### config.mk
export PLATFORM = sky130hd
export DESIGN_NAME = axi_mem_arb
export DESIGN_NICKNAME = d
export VERILOG_FILES = /design/src/rtl/axi_mem_arb.sv
export SDC_FILE = /design/constraint.sdc
export NUM_CORES = 1
export LEC_CHECK = 0
export BUFFER_PORTS_ARGS = -buffer_cell sky130_fd_sc_hd__buf_2
export CAP_MARGIN = 40
export CELL_PAD_IN_SITES_DETAIL_PLACEMENT = 1
export CELL_PAD_IN_SITES_GLOBAL_PLACEMENT = 1
export CORE_MARGIN = 1
export CORE_UTILIZATION = 14
export CTS_CLUSTER_DIAMETER = 120
export DETAILED_ROUTE_END_ITERATION = 7
export HOLD_SLACK_MARGIN = 0.1
export PLACE_DENSITY = 0.83
export SLEW_MARGIN = 0
export SYNTH_ARGS = -nofsm -noshare
export SYNTH_HDL_FRONTEND = slang
export SYNTH_SLANG_ARGS = --single-unit
### constraint.sdc
create_clock -name aclk -period 1.5 [get_ports aclk]
set_input_delay 0.3 -clock aclk [delete_from_list [all_inputs] [get_ports aclk]]
set_output_delay 0.3 -clock aclk [all_outputs]
set_load 0.02 [all_outputs]
### src/rtl/axi_mem_arb.sv
// ---------------------------------------------------------------------------
// axi_mem_arb
//   Two-requester arbiter that shares one bridge request port between the
//   instruction-fetch side and the load/store side. Three-state FSM
//   (IDLE -> REQ -> DATA), at most one transaction outstanding.
//
//   Default policy: data wins a tie unless it has been granted STARVE_MAX
//   times in a row while inst was waiting; then inst is forced through.
//   Optional feature macro ARB_RR_EN: ties alternate on a last-owner bit and
//   the starvation counter is not built.
//
// Ports
//   aclk, aresetn                  clock, asynchronous active-low reset
//   inst_req/inst_addr             fetch request (always word read)
//   inst_addr_ok/inst_data_ok      fetch handshake pulses
//   data_req/wr/size/addr/wdata    load/store request
//   data_addr_ok/data_data_ok      load/store handshake pulses
//   rdata                          shared read data, zero unless a data_ok
//   mem_req/wr/size/addr/wdata     shared request port to the bridge
//   mem_addr_ok/mem_data_ok        bridge handshake
//   mem_rdata                      bridge read data
// ---------------------------------------------------------------------------
module axi_mem_arb #(
    parameter int unsigned STARVE_MAX = 4
) (
    input  logic        aclk,
    input  logic        aresetn,
    input  logic        inst_req,
    input  logic [31:0] inst_addr,
    output logic        inst_addr_ok,
    output logic        inst_data_ok,
    input  logic        data_req,
    input  logic        data_wr,
    input  logic [1:0]  data_size,
    input  logic [31:0] data_addr,
    input  logic [31:0] data_wdata,
    output logic        data_addr_ok,
    output logic        data_data_ok,
    output logic [31:0] rdata,
    output logic        mem_req,
    output logic        mem_wr,
    output logic [1:0]  mem_size,
    output logic [31:0] mem_addr,
    output logic [31:0] mem_wdata,
    input  logic        mem_addr_ok,
    input  logic        mem_data_ok,
    input  logic [31:0] mem_rdata
);

    typedef enum logic [1:0] {
        S_IDLE = 2'd0,
        S_REQ  = 2'd1,
        S_DATA = 2'd2
    } state_t;

    state_t r_state;
    logic   r_owner;          // 0 = inst, 1 = data
    logic   w_grant_data;
    logic   w_in_req;
    logic   w_in_data;

`ifdef ARB_RR_EN
    logic r_last;             // owner of the most recent grant

    // On a tie the requester that was not served last wins.
    assign w_grant_data = data_req && (!inst_req || !r_last);
`else
    localparam logic [3:0] STARVE_LIM = 4'(STARVE_MAX);
    logic [3:0] r_starve;

    // Data wins a tie until inst has watched STARVE_LIM data grants go by.
    assign w_grant_data = data_req && (!inst_req || (r_starve != STARVE_LIM));
`endif

    always_ff @(posedge aclk or negedge aresetn) begin
        if (!aresetn) begin
            r_state  <= S_IDLE;
            r_owner  <= 1'b0;
`ifdef ARB_RR_EN
            r_last   <= 1'b0;
`else
            r_starve <= 4'd0;
`endif
        end else begin
            // NOTE: non-blocking assignments keep every register sampling
            // the pre-edge values, so the grant and the counter update use
            // the same r_starve regardless of statement order.
            case (r_state)
                S_IDLE: begin
                    if (inst_req || data_req) begin
                        r_owner <= w_grant_data;
                        r_state <= S_REQ;
`ifdef ARB_RR_EN
                        r_last  <= w_grant_data;
`else
                        if (!w_grant_data) begin
                            r_starve <= 4'd0;
                        end else if (inst_req && (r_starve != STARVE_LIM)) begin
                            r_starve <= r_starve + 4'd1;
                        end
`endif
                    end
                end
                S_REQ: begin
                    if (mem_addr_ok) begin
                        r_state <= S_DATA;
                    end
                end
                S_DATA: begin
                    if (mem_data_ok) begin
                        r_state <= S_IDLE;
                    end
                end
                default: r_state <= S_IDLE;
            endcase
        end
    end

    assign w_in_req  = (r_state == S_REQ);
    assign w_in_data = (r_state == S_DATA);

    // Request fields follow the owner's live inputs; fetches are word reads.
    assign mem_req   = w_in_req;
    assign mem_wr    = r_owner ? data_wr    : 1'b0;
    assign mem_size  = r_owner ? data_size  : 2'd2;
    assign mem_addr  = r_owner ? data_addr  : inst_addr;
    assign mem_wdata = r_owner ? data_wdata : 32'h0;

    // Handshake pulses are same-cycle pass-throughs gated by state, so a
    // bridge strobe in the wrong state never reaches either requester.
    assign inst_addr_ok = w_in_req  && mem_addr_ok && !r_owner;
    assign data_addr_ok = w_in_req  && mem_addr_ok &&  r_owner;
    assign inst_data_ok = w_in_data && mem_data_ok && !r_owner;
    assign data_data_ok = w_in_data && mem_data_ok &&  r_owner;
    assign rdata        = (w_in_data && mem_data_ok) ? mem_rdata : 32'h0;

endmodule

=== Word level (Yosys, flattened, before mapping) ===
Index checks and enable logic that the tools add are counted.
W data, S select, Z words.

* Add/sub/neg operators: 1
* Multiply operators: 0
* Div/mod/pow operators: 0
* Order comparisons: 0
* Eq/ne operators: 7
* Shifts and indexed selects: 0
* Multiplexer cells: 11
* Bitwise gates (word level): 0
* Reductions and logical operators: 16

{| class="wikitable"
|+ Operators by type and width
! kind !! count
|-
| $mux W32 || 3
|-
| $logic_and A1 B1 Y1 || 8
|-
| $mux W2 || 4
|-
| $mux W4 || 2
|-
| $ne A2 B2 Y1 const B || 3
|-
| $pmux W2 S3 || 1
|-
| $reduce_and A3 Y1 || 2
|-
| $add A4 B1 Y4 const B || 1
|-
| $ne A4 B3 Y1 const B || 1
|-
| $eq A2 B1 Y1 const B || 1
|-
| $eq A2 B2 Y1 const B || 1
|-
| $logic_not A1 Y1 || 2
|-
| $logic_not A2 Y1 || 1
|-
| $logic_or A1 B1 Y1 || 2
|-
| $ne A2 B1 Y1 const B || 1
|-
| $reduce_and A2 Y1 || 1
|-
| $mux W1 || 1
|}

* Flip-flop bits (word level): 7
* Bits in latches: 0
* RAM bits: 0
* Memory bits (read-only): 0
* Input port bits: 137
* Output and inout port bits: 104
* Logic and storage cells: 38
* Memories kept: 0

=== Depth between registers and ports, before layout ===
Gate-level depths: netlist (run 1).

* Depth after elaboration: 5
* Mapped depth: 5

=== Worst setup path after synthesis (run 1) ===
No wires, ideal clock.

* Path kind: register to output
* From: reg r_state[0]
* To: out inst_addr_ok
* Arrival time: 1.254 ns
* Path slack: -0.054 ns
* Stages on the path, launching flop included: 5
* Path through: dfrtp_1 buf_6 nor2b_1 nand2_1 nor2_1

* Cells in the longest elaborated chain, start to end: 3

{| class="wikitable"
|+ Ends and longest elaborated chain
! what !! RTL line !! RTL
|-
| from (decl) || 56 || <nowiki>state_t r_state;</nowiki>
|-
| from (signal assigned) || 77 || <nowiki>r_state <= S_IDLE;</nowiki>
|-
| from (signal assigned) || 92 || <nowiki>r_state <= S_REQ;</nowiki>
|-
| from (signal assigned) || 106 || <nowiki>r_state <= S_DATA;</nowiki>
|-
| $eq A2 B1 Y1 || 119 || <nowiki>assign w_in_req = (r_state == S_REQ);</nowiki>
|-
| named net mem_req || 40 || <nowiki>output logic mem_req,</nowiki>
|-
| $logic_and A1 B1 Y1 (2 in a row) || 131 || <nowiki>assign inst_addr_ok = w_in_req && mem_addr_ok && !r_owner;</nowiki>
|-
| to (decl) || 30 || <nowiki>output logic inst_addr_ok,</nowiki>
|}

The timed path passes the listed nets, and every way through them passes these cells.

=== Worst setup path in the final report (run 1) ===
* From: reg r_owner
* To: out mem_addr[5]

* Cells in the longest elaborated chain, start to end: 1

{| class="wikitable"
|+ Ends and longest elaborated chain
! what !! RTL line !! RTL
|-
| from (decl) || 57 || <nowiki>logic r_owner;</nowiki>
|-
| from (signal assigned) || 91 || <nowiki>r_owner <= w_grant_data;</nowiki>
|-
| $mux W32 || 126 || <nowiki>assign mem_addr = r_owner ? data_addr : inst_addr;</nowiki>
|-
| to (decl) || 43 || <nowiki>output logic [31:0] mem_addr,</nowiki>
|}

Every way passes these cells.

==> metrics list, run 1 <==
- Headroom to the max-slew limit: 0.815
* Vias per Instance: 4.12
* Sequential share of power: 0.077
- The min-delay analysis places its worst path in the category input port to flop.
- In the final design database the tool counted 540 nets.
- Final setup violating endpoints: 68
- Growth of design area from synthesis to finish: 162%
- The flow ran to the end, but the final reports show violations.
* TritonRoute pass-1 iters: 4
- The max-slew violation count came to 0.
* Clock share of power: 0.062
- Element type at the critical path start: flop
- CTS max path bufs: 2
* Flops & latches, synth: 7
* Cells traversed along the worst timing path: buf_12 > mux2_2 > buf_2
- Violation count after the first detailed-route iteration: 32
* Fmax: 0.594 GHz
* Start of the worst register-to-register path: r_state[0]$_DFFE_PN0P_
* Clk pin slew, worst setup/hold paths: 0.04 ns
- Register-to-register setup slack: 0.05 ns
* Setup slack of the critical path after layout: -0.183 ns
* Max cap viols: 0
- Logic pwr share: 0.861
* Height of the chip: 96.7 µm
- Setup TNS: -8.96 ns
* DR vias: 2,091
* Row count: 34
- The worst hold path begins at mem_data_ok.
- All-layer global routing usage: 0.143
- Summed over all layers, the routed wires come to 7490 µm.
* Detailed-placement wirelength estimate: 5700 µm
- Effective utilization at floorplan: 0.144
- Total overflow reported by the global router: 0
- The worst hold path terminates at r_state[1]$_DFFE_PN0P_.
- Die Outline Area: 0.00935 mm²
- The count of nets left with antenna violations once routing finished came out at 0.
- Summed over all nets, the switching power comes to 2.13 mW.
* Kind of end point of the critical path: output pin
- Counting the fill cells in the layout gives 1,072.
* Most common library cell in the layout ignoring fill and taps: buf_2
* Clock buffers created by TritonCTS: 3
- Critical-path cell with the highest stage delay: dfrtp_2
- In the layout the commonest cells are buf_2 (171), buf_6 (45), and2_1 (34), and2_4 (33), buf_4 (28).
- Worst setup path category: flop to output pin
- Summing all non-filler instances in the final layout gives an area of 0.00329 mm².
- For the worst-skew pair, the clock arrives at the later sink with an insertion delay of 0.24 ns.
- Internal power: 2.37 mW
- Entering global routing, the biggest net connects 40 pins.
- The analysis attributes to cell leakage a power of 1.78 nW.
- The multi-input combinational cells in the finished layout cover a total of 0.00115 mm².
* Required arrival time at the worst endpoint: 1.20 ns
* Drt drc: 0
- A synthesized cell averages 8.04 µm².
- TritonCTS clock tree: done
- Dividing the final minimum period by the clock period gives 1.12.
- Of the cells placed in the final design, the portion with a size suffix greater than 1 is 0.823.
* Time the worst path needs with I/O delays and setup: 1.68 ns
- Number of failing hold endpoints at the final stage: 0
* Stage delay of the slowest cell on the critical path: 0.40 ns
- Synthesis produced a netlist whose cell count is 156.
* Post-placement cell area: 0.00261 mm²
- Number of antenna violations at the first check in global routing: 0
- Share of synthesized area occupied by flip-flops and latches: 0.140
- IR drop worst, VDD: 0.617 mV
- After detailed routing, the average wire length per cell comes to 14.7 µm.
- Biggest fanout along the worst timing path: 39
- Post-Synthesis Net Count: 295
- Setup repair after global routing could not meet its margin everywhere.
- In this run the number of H-tree levels came out at 1.
- The first global-routing pass estimated 10,800 µm of wire.
- Number of different library cells in the post-synthesis netlist: 28
* Reg area: 176 µm²
- The total area inside the core boundary comes to 0.00872 mm².
- Terminus of the critical flop-to-flop path: r_starve[2]$_DFFE_PN0P_
* PortBufs: 240
- Fraction of power spent switching nets: 0.473
* Mapped cell area: 0.00125 mm²
- Via count of the first global-routing pass: 2,220
- Worst EP arrival: 1.38 ns
- Slew at the pin closest to its max-slew limit: 0.275 ns
- Routability congestion estimate: 0.801
- Violated checks: negative setup slack
- Number of warnings printed during yosys synthesis: 0
- Depth of the most critical reg-to-reg path: 5
- Hold Worst Slack: 0.278 ns
- Die Span X: 96.7 µm
- Before CTS, the worst setup slack after placement is 0.0601 ns.
* Setup clock skew after layout: 0.00383 ns
* Antenna diode count: 0
* CTS sink count: 7
- Power Density: 1370 mW/mm²
* Boundary pin count: 241
* Hold depth: 2
* Root buffer selected by CTS: clkbuf_8
[power by group through the flow]
stage          sequential [mW]  combinational [mW]  clock (mW)
3_5_place_dp             0.339                3.11           0
6_report                 0.345                3.87       0.280
3_3_place_gp             0.332                3.04           0
5_1_grt                  0.354                4.11       0.294
2_1_floorplan            0.315                2.05           0
4_1_cts                  0.341                3.38       0.288
[cells by family (layout without fill, tap and decap cells)]
group,count (synthesis),count (layout),synth area share
buf+inv,17,261,0.0638
fa+ha+maj,2,2,0.0199
simple gates,88,88,0.437
flops,7,7,0.140
mux,33,33,0.295
compound gates,9,9,0.0449
[sequential cells by signal (all words and copies together) (netlist names)]
signal and count:
r_starve 4, r_owner 1, r_state 2
[synth_stat cells]
cell type	number	area, µm²
nand2_2	1	6.26
o22ai_1	1	6.26
a32o_1	1	10.0
nor2_2	1	6.26
mux2i_1	1	10.0
dfrtp_1	7	175
buf_6	1	11.3
a31oi_1	2	12.5
nand4_1	1	6.26
and2_1	67	419
nor2b_1	1	6.26
ha_1	2	25.0
nor3b_2	1	12.5
nand2b_1	4	25.0
nor2_1	2	7.51
clkbuf_1	5	18.8
a211oi_1	1	7.51
and3_1	1	6.26
mux2_2	32	360
nand2_1	2	7.51
nor3_1	2	10.0
clkbuf_2	3	15.0
inv_1	4	15.0
or3b_4	1	11.3
nand4b_1	1	8.76
o21ai_0	4	20.0
nand3_1	3	15.0
buf_2	4	20.0
[repair_timing]
item,4_1_cts,5_1_grt
hold buffers,1,0
pin swaps,0,26
gates cloned,1,3
buffers inserted,1,3
setup endpoints to repair,68,91
gates resized for setup,74,91
hold endpoints to repair,7,0
[metal layers]
metal / vias to the layer above / GRT usage / routed length (µm) / part of all wire
li1: 1001 / - / - / -
met1: 956 / 0.151 / 2830 / 0.38
met2: 128 / 0.292 / 4100 / 0.55
met3: 6 / 0.0181 / 487 / 0.065
met4: 0 / 0.0344 / 75 / 0.010
met5: - / 0 / 0 / 0
[critical path, delay by kind of cell, from the launching register on]
| family | cells | cell delay, ns |
|---|---|---|
| flops | 1 | 0.40 |
| buf+inv | 2 | 0.36 |
| mux | 1 | 0.36 |
[through the flow]
stage | cells | power [mW] | util
finish | 508 | 4.50 | 0.377
global route | 508 | 4.75 | 0.377
CTS | 503 | 4.01 | 0.335
detailed placement | 496 | 3.45 | 0.299
global placement | 496 | 3.37 | 0.299
floorplan | 156 | 2.36 | -
[cell type report]
class	instances	area share
Clock buffer	4	0.0137
Multi-Input combinational cell	132	0.351
Timing Repair Buffer	253	0.537
Tap cell	108	0.0411
Sequential cell	7	0.0536
Inverter	4	0.00456
[worst max-delay path by stage]
stage | startpoint | slack [ns] | cells past startpoint | end
4_1_cts | r_owner$_DFFE_PN0P_ | -0.18 | 3 | mem_addr[5]
3_3_place_gp | r_owner$_DFFE_PN0P_ | 0.10 | 3 | mem_addr[30]
5_1_grt | r_owner$_DFFE_PN0P_ | -0.23 | 3 | mem_addr[5]
6_report | r_owner$_DFFE_PN0P_ | -0.18 | 3 | mem_addr[5]
3_5_place_dp | r_owner$_DFFE_PN0P_ | 0.06 | 3 | mem_addr[0]
2_1_floorplan | r_owner$_DFFE_PN0P_ | 0.04 | 3 | inst_data_ok
(Power assumes the default switching activity.)
==> run 2, diff against run 1 <==
--- a/config.mk
+++ b/config.mk
@@ -9,6 +9,7 @@
 export CAP_MARGIN = 40
 export CELL_PAD_IN_SITES_DETAIL_PLACEMENT = 1
 export CELL_PAD_IN_SITES_GLOBAL_PLACEMENT = 1
+export CORE_ASPECT_RATIO = 0.6
 export CORE_MARGIN = 1
 export CORE_UTILIZATION = 14
 export CTS_CLUSTER_DIAMETER = 120
==> run 2 against run 1 <==
Effect of this change:
- the run still ends with negative setup slack left
- register-to-register slack lost 0.08 ns
- sequential power hardly changed
- first-iteration DRC count is 44% higher
- global-route usage increased by 1.7 points
- maximum frequency is 0.15% lower
- via count increased by 2.6%
- critical path type unchanged
- critical endpoint is now mem_addr[10]
- largest cell class unchanged
==> metrics list, run 2 (synthesized netlist as in run 1, its figures left out) <==
* Clock buffers created by TritonCTS: 3
- Slew at the pin closest to its max-slew limit: 0.248 ns
* Row count: 26
- Compared with the post-synthesis result, the final layout area differs by 154%.
- Power spread over the standard cell area amounts to 1420 mW/mm².
- Internal power: 2.36 mW
- Setup slack of the critical path after layout: -0.185 ns
* Most common library cell in the layout ignoring fill and taps: buf_2
* Antenna diode count: 0
* RSZ-0062 raised after global routing: yes
- The register with the most flip-flops in the final layout is r_starve.
* Worst Setup SP: r_owner$_DFFE_PN0P_
- At the worst endpoint, the arrival time is 1.39 ns.
- After detailed placement, the total cell area comes to 0.00261 mm².
* Root buffer selected by CTS: clkbuf_16
- Start of the worst register-to-register path: r_state[1]$_DFFE_PN0P_
* Routability congestion estimate: 0.751
- Fraction of final layout cells with drive strength greater than 1: 0.820
- CTS H-Tree Depth: 1
- Die Outline Area: 0.00936 mm²
- Max-cap violations in this run came to 0.
- TritonRoute pass-1 iters: 4
- Headroom to the max-slew limit: 0.834
- Number of failing hold endpoints at the final stage: 0
* IR drop worst, VDD: 0.549 mV
* Detailed-placement wirelength estimate: 7180 µm
* Min-delay src: mem_data_ok
* Worst setup path category: flop to output pin
* Via count of the first global-routing pass: 2,098
- Time the worst path needs with I/O delays and setup: 1.69 ns
* Vias per Instance: 4.18
* Boundary pin count: 241
- After detailed routing, the number of remaining DRC violations is 0.
- Clk pin slew, worst setup/hold paths: 0.04 ns
- All-layer global routing usage: 0.160
- In this run, the number of DRC markers left after iteration 0 of detailed routing was 46.
- Clock share of power: 0.098
- The share of total power dissipated in combinational logic is 0.826.
* CTS sink count: 7
* Floorplan Core Area: 0.00859 mm²
- Between clock sinks in the finished design, the worst skew comes to 0.00147 ns.
- After routing the design area is 0.00318 mm².
* TritonCTS clock tree: done
* Wire length of the first global-routing pass: 11,500 µm
- Run status: finished with violations
- Wires add up to 9060 µm.
- Number of flip-flops under the largest register name: 4
* Effective utilization at floorplan: 0.146
- Hold Worst Slack: 0.316 ns
- Based on the critical path, the design can be clocked at up to 0.593 GHz.
* Element type at the critical path start: flop
* Fraction of power spent switching nets: 0.481
* Required arrival time at the worst endpoint: 1.20 ns
* Leakage Power: 1.73 nW
- Dividing the detail-routed wire length by the instance count gives 17.7 µm.
- Total overflow reported by the global router: 0
- The number of antenna violations at the first check in global routing is 1.
* Biggest regs: r_starve: 4 flops, r_state: 2 flops, r_owner: 1 flops
- In this run the worst path has a maximum fanout of 44.
- The clock passes through at most 2 buffers.
* Largest net degree at the start of global routing: 45
- Final Cycle Share: 1.12
- DR vias: 2,146
* Number of nets still failing antenna checks after routing: 0
- Clock latency on the worst-skew pair, taken at its later pin, is 0.23 ns.
* Sequential share of power: 0.076
* Kind of end point of the critical path: output pin
* Final #Nets: 541
- The max-slew violation count was 0.
* Tightest Hold Check Type: input port to flop
- Final setup violating endpoints: 75
- Top library cells by usage in the layout, fill and taps aside: buf_2 (181), buf_6 (41), and2_1 (36), and2_4 (31), mux2_2 (31)
- In this run the horizontal extent of the chip is 124 µm.
- The final reports fail on negative setup slack.
- PortBufs: 240
- Height of the chip: 75.3 µm
- Net switching power figure: 2.18 mW
==> run 2: changes by cell type in the layout (fill, tap and decap cells not counted), moves of 3 or more <==
cell	before	now
clkbuf_8	3	0
mux2_4	9	1
mux2_2	23	31
buf_6	45	41
buf_2	171	181
==> run 2: power groups by stage <==
stage / Clock, mW / Combinational (mW) / Sequential (mW)
2_1_floorplan: 0 / 2.05 / 0.315
3_3_place_gp: 0 / 3.09 / 0.328
3_5_place_dp: 0 / 3.17 / 0.335
4_1_cts: 0.457 / 3.43 / 0.343
5_1_grt: 0.477 / 3.97 / 0.354
6_report: 0.445 / 3.75 / 0.345
==> run 2: area by class of cell <==
cell class / instances / area [µm²]
Timing Repair Buffer: 254 / 1650
Inverter: 4 / 15.0
Multi-Input combinational cell: 132 / 1120
Fill cell: 1066 / 5400
Sequential cell: 7 / 176
Tap cell: 112 / 140
Clock buffer: 4 / 78.8
==> run 2: worst max-delay path: stages, from the launching register on <==
cell	delay, ns
dfrtp_2	0.38
buf_12	0.22
mux2_2	0.37
buf_2	0.16
==> run 2: final timing paths <==
check                                     endpoint  slack [ns]  cells after the start
max                                   mem_addr[10]       -0.19                      3
min in group asynchronous   r_state[0]$_DFFE_PN0P_        0.47                      2
max reg2reg                r_starve[3]$_DFFE_PN0P_       -0.03                      6
max in group asynchronous      r_owner$_DFFE_PN0P_        0.85                      2
min reg2reg                r_starve[2]$_DFFE_PN0P_        0.51                      1
min                         r_state[1]$_DFFE_PN0P_        0.32                      2
==> run 2: what timing repair did <==
action,4_1_cts,5_1_grt
pin swaps,0,14
setup buffers,2,2
cloned,0,2
hold buffers,1,0
resized for setup,73,67
endpoints found under the setup margin,74,93
hold endpoints to repair,7,0
==> run 2: metal layers <==
layer	up-vias	track usage	share of wire
met5	-	0	0
met4	0	0.0388	0.020
met3	14	0.0393	0.066
met2	129	0.286	0.51
met1	998	0.197	0.40
li1	1005	-	-
==> run 2: metrics by stage <==
stage	TNS, ns	instances	util	setup WS (ns)	power [mW]
after detailed placement	0	502	0.304	0.0616	3.50
after floorplan	0	156	-	0.0373	2.36
final	-9.48	513	0.371	-0.185	4.54
after CTS	-8.15	509	0.343	-0.186	4.23
after global placement	0	502	0.304	0.0900	3.41
after global routing	-13.99	513	0.371	-0.224	4.80
==> run 3, diff against run 2 <==
==> constraint.sdc (replaced) <==
create_clock -name aclk -period 1.6 [get_ports aclk]
set_input_delay 0.32 -clock aclk [delete_from_list [all_inputs] [get_ports aclk]]
set_output_delay 0.32 -clock aclk [all_outputs]
set_load 0.02 [all_outputs]
==> run 3 against run 2 <==
Effect of this change:
- the flow still finishes with violations (negative setup slack)
- register-to-register slack improved by 0.11 ns
- first-iteration DRC count rose by 6.5%
- count of clock-buffer cells in the layout did not move
- non-clock buffer count rose by 2
- final area rose by 4.3%
- cell count rose by 0.39%
- global-route usage rose by 0.61 points
- core utilization rose by 1.6 points
- setup slack improved by 0.069 ns
- worst hold slack got worse by 0.013 ns
- critical path type unchanged
- largest cell class unchanged
==> metrics list, run 3 (synthesized netlist as in run 1, its figures left out) <==
* Run status: finished with violations
- Violated checks: negative setup slack
* Power Density: 1420 mW/mm²
- After clock tree synthesis, the clock-pin slew on the worst setup and hold paths is 0.04 ns.
* Tightest Hold Check Type: input port to flop
- Final design utilization: 0.387
- The via count of the first global-routing pass is 2,086.
- Kind of end point of the critical path: output pin
- Die Span X: 124 µm
- The max-slew violation count is 0.
- Between clock sinks in the finished design, the worst skew comes to 0.00173 ns.
* Floorplan Core Area: 0.00859 mm²
- Once detail routing completed, the nets flagged for antenna violations numbered 0.
- After detailed routing, the average wire length per cell comes to 17.7 µm.
- The routed design could run at a clock period as short as 1.72 ns.
- Of the cells placed in the final design, the portion with a size suffix greater than 1 is 0.797.
* Routability congestion estimate: 0.812
- Setup slack of the critical path after layout: -0.116 ns
- The startpoint identified for the worst register-to-register timing path is r_state[0]$_DFFE_PN0P_.
* Min-delay src: mem_addr_ok
- Number of antenna violations at the first check in global routing: 0
* Slew at the pin closest to its max-slew limit: 0.281 ns
* Fmax: 0.583 GHz
- CTS max path bufs: 2
- Vias per Instance: 4.08
* DR vias: 2,100
* IR drop worst, VDD: 0.417 mV
- Clock buffers created by TritonCTS: 3
* Worst Setup SP: r_owner$_DFFE_PN0P_
- Wire length of the first global-routing pass: 11,900 µm
- The register with the most flip-flops in the layout has 4 of them.
* Worst EP arrival: 1.40 ns
- Element type at the critical path start: flop
- Max cap viols: 0
- At the end of the flow, the number of nets in the layout was 543.
* PortBufs: 240
- Worst setup path category: flop to output pin
- Register bank with the most flops: r_starve
- In the layout the commonest cells are buf_2 (177), buf_6 (47), and2_1 (44), mux2_2 (25), and2_4 (23).
* All-layer global routing usage: 0.166
- Height of the chip: 75.3 µm
* Post-Route WL: 9120 µm
- Detailed-placement wirelength estimate: 6900 µm
- The tree built by TritonCTS fans out to 7 sinks.
- Leaving out fill and tap cells, the most frequent cell in the layout is buf_2.
* Placement-stage worst setup slack: 0.0859 ns
* TritonCTS clock tree: done
- The largest registers in the layout are r_starve: 4 flops, r_state: 2 flops, r_owner: 1 flops.
* Number of failing hold endpoints at the final stage: 0
- Root buffer selected by CTS: clkbuf_16
- Worst-Skew Late Latency: 0.23 ns
- Growth of design area from synthesis to finish: 165%
- Required arrival time at the worst endpoint: 1.28 ns
- Die Outline Area: 0.00936 mm²
* Boundary pin count: 241
- In this run, the number of DRC markers left after iteration 0 of detailed routing was 49.
* Biggest fanout along the worst timing path: 6
- CTS H-Tree Depth: 1
* Headroom to the max-slew limit: 0.812
- RSZ-0062 raised after global routing: yes
- Largest net degree at the start of global routing: 25
- After detailed routing, the number of remaining DRC violations is 0.
* Antenna diode count: 0
- Setup violations remaining at the end of the flow were counted as 49.
- Hold timing on the final database bottoms out at a slack of 0.303 ns.
- Final Cycle Share: 1.07
* Row count: 26
- Leakage Power: 1.81 nW
- Effective utilization at floorplan: 0.146
* TritonRoute pass-1 iters: 4
* Total overflow reported by the global router: 0
[run 3: path summary, 6_finish.rpt]
| kind | cells past startpoint | slack (ns) | to |
|---|---|---|---|
| max | 4 | -0.12 | mem_addr[19] |
| min reg2reg | 1 | 0.54 | r_starve[2]$_DFFE_PN0P_ |
| min | 2 | 0.30 | r_state[0]$_DFFE_PN0P_ |
| max in group asynchronous | 2 | 0.93 | r_owner$_DFFE_PN0P_ |
| min in group asynchronous | 2 | 0.48 | r_state[0]$_DFFE_PN0P_ |
| max reg2reg | 5 | 0.08 | r_starve[2]$_DFFE_PN0P_ |
[run 3: cell type report]
class	count	area, µm²
timing repair buffer	256	1800
fill	1064	5270
clock buffer	4	78.8
multi-input combinational	132	1110
inverter	4	15.0
sequential	7	178
tap	112	140
[run 3: worst max-delay path: stages, from the launching register on]
cell and delay, ns:
dfrtp_2 0.41, buf_12 0.14, clkbuf_16 0.14, mux2_2 0.34, buf_6 0.13
[run 3: report_power, final]
part | internal [mW] | total, mW | switching (mW)
combinational | 1.95 | 3.94 | 1.98
sequential | 0.250 | 0.334 | 0.0843
clock | 0.333 | 0.437 | 0.104
[run 3: stage by stage]
| stage | total power, mW | cell area [µm²] | std cells | setup TNS, ns |
|---|---|---|---|---|
| floorplan | 2.21 | 1250 | 156 | 0 |
| global placement | 3.16 | 2590 | 500 | 0 |
| detailed placement | 3.25 | 2590 | 500 | 0 |
| CTS | 4.33 | 3110 | 512 | -5.03 |
| global route | 4.97 | 3320 | 515 | -6.13 |
| finish | 4.71 | 3320 | 515 | -3.71 |
[run 3: repair_timing]
item                                    CTS  global route
hold endpoints to repair                  7             0
hold buffers                              1             0
buffers inserted                          3             2
gates cloned                              4             2
gates resized for setup                  99            52
pin swaps                                 9            11
endpoints found under the setup margin   67            92
[run 3: routing by layer]
layer / up-vias / routed length, µm / GRT usage
met3: 8 / 537 / 0.0323
met5: - / 0 / 0
li1: 1011 / - / -
met1: 973 / 3840 / 0.214
met2: 108 / 4650 / 0.290
met4: 0 / 97 / 0.0428
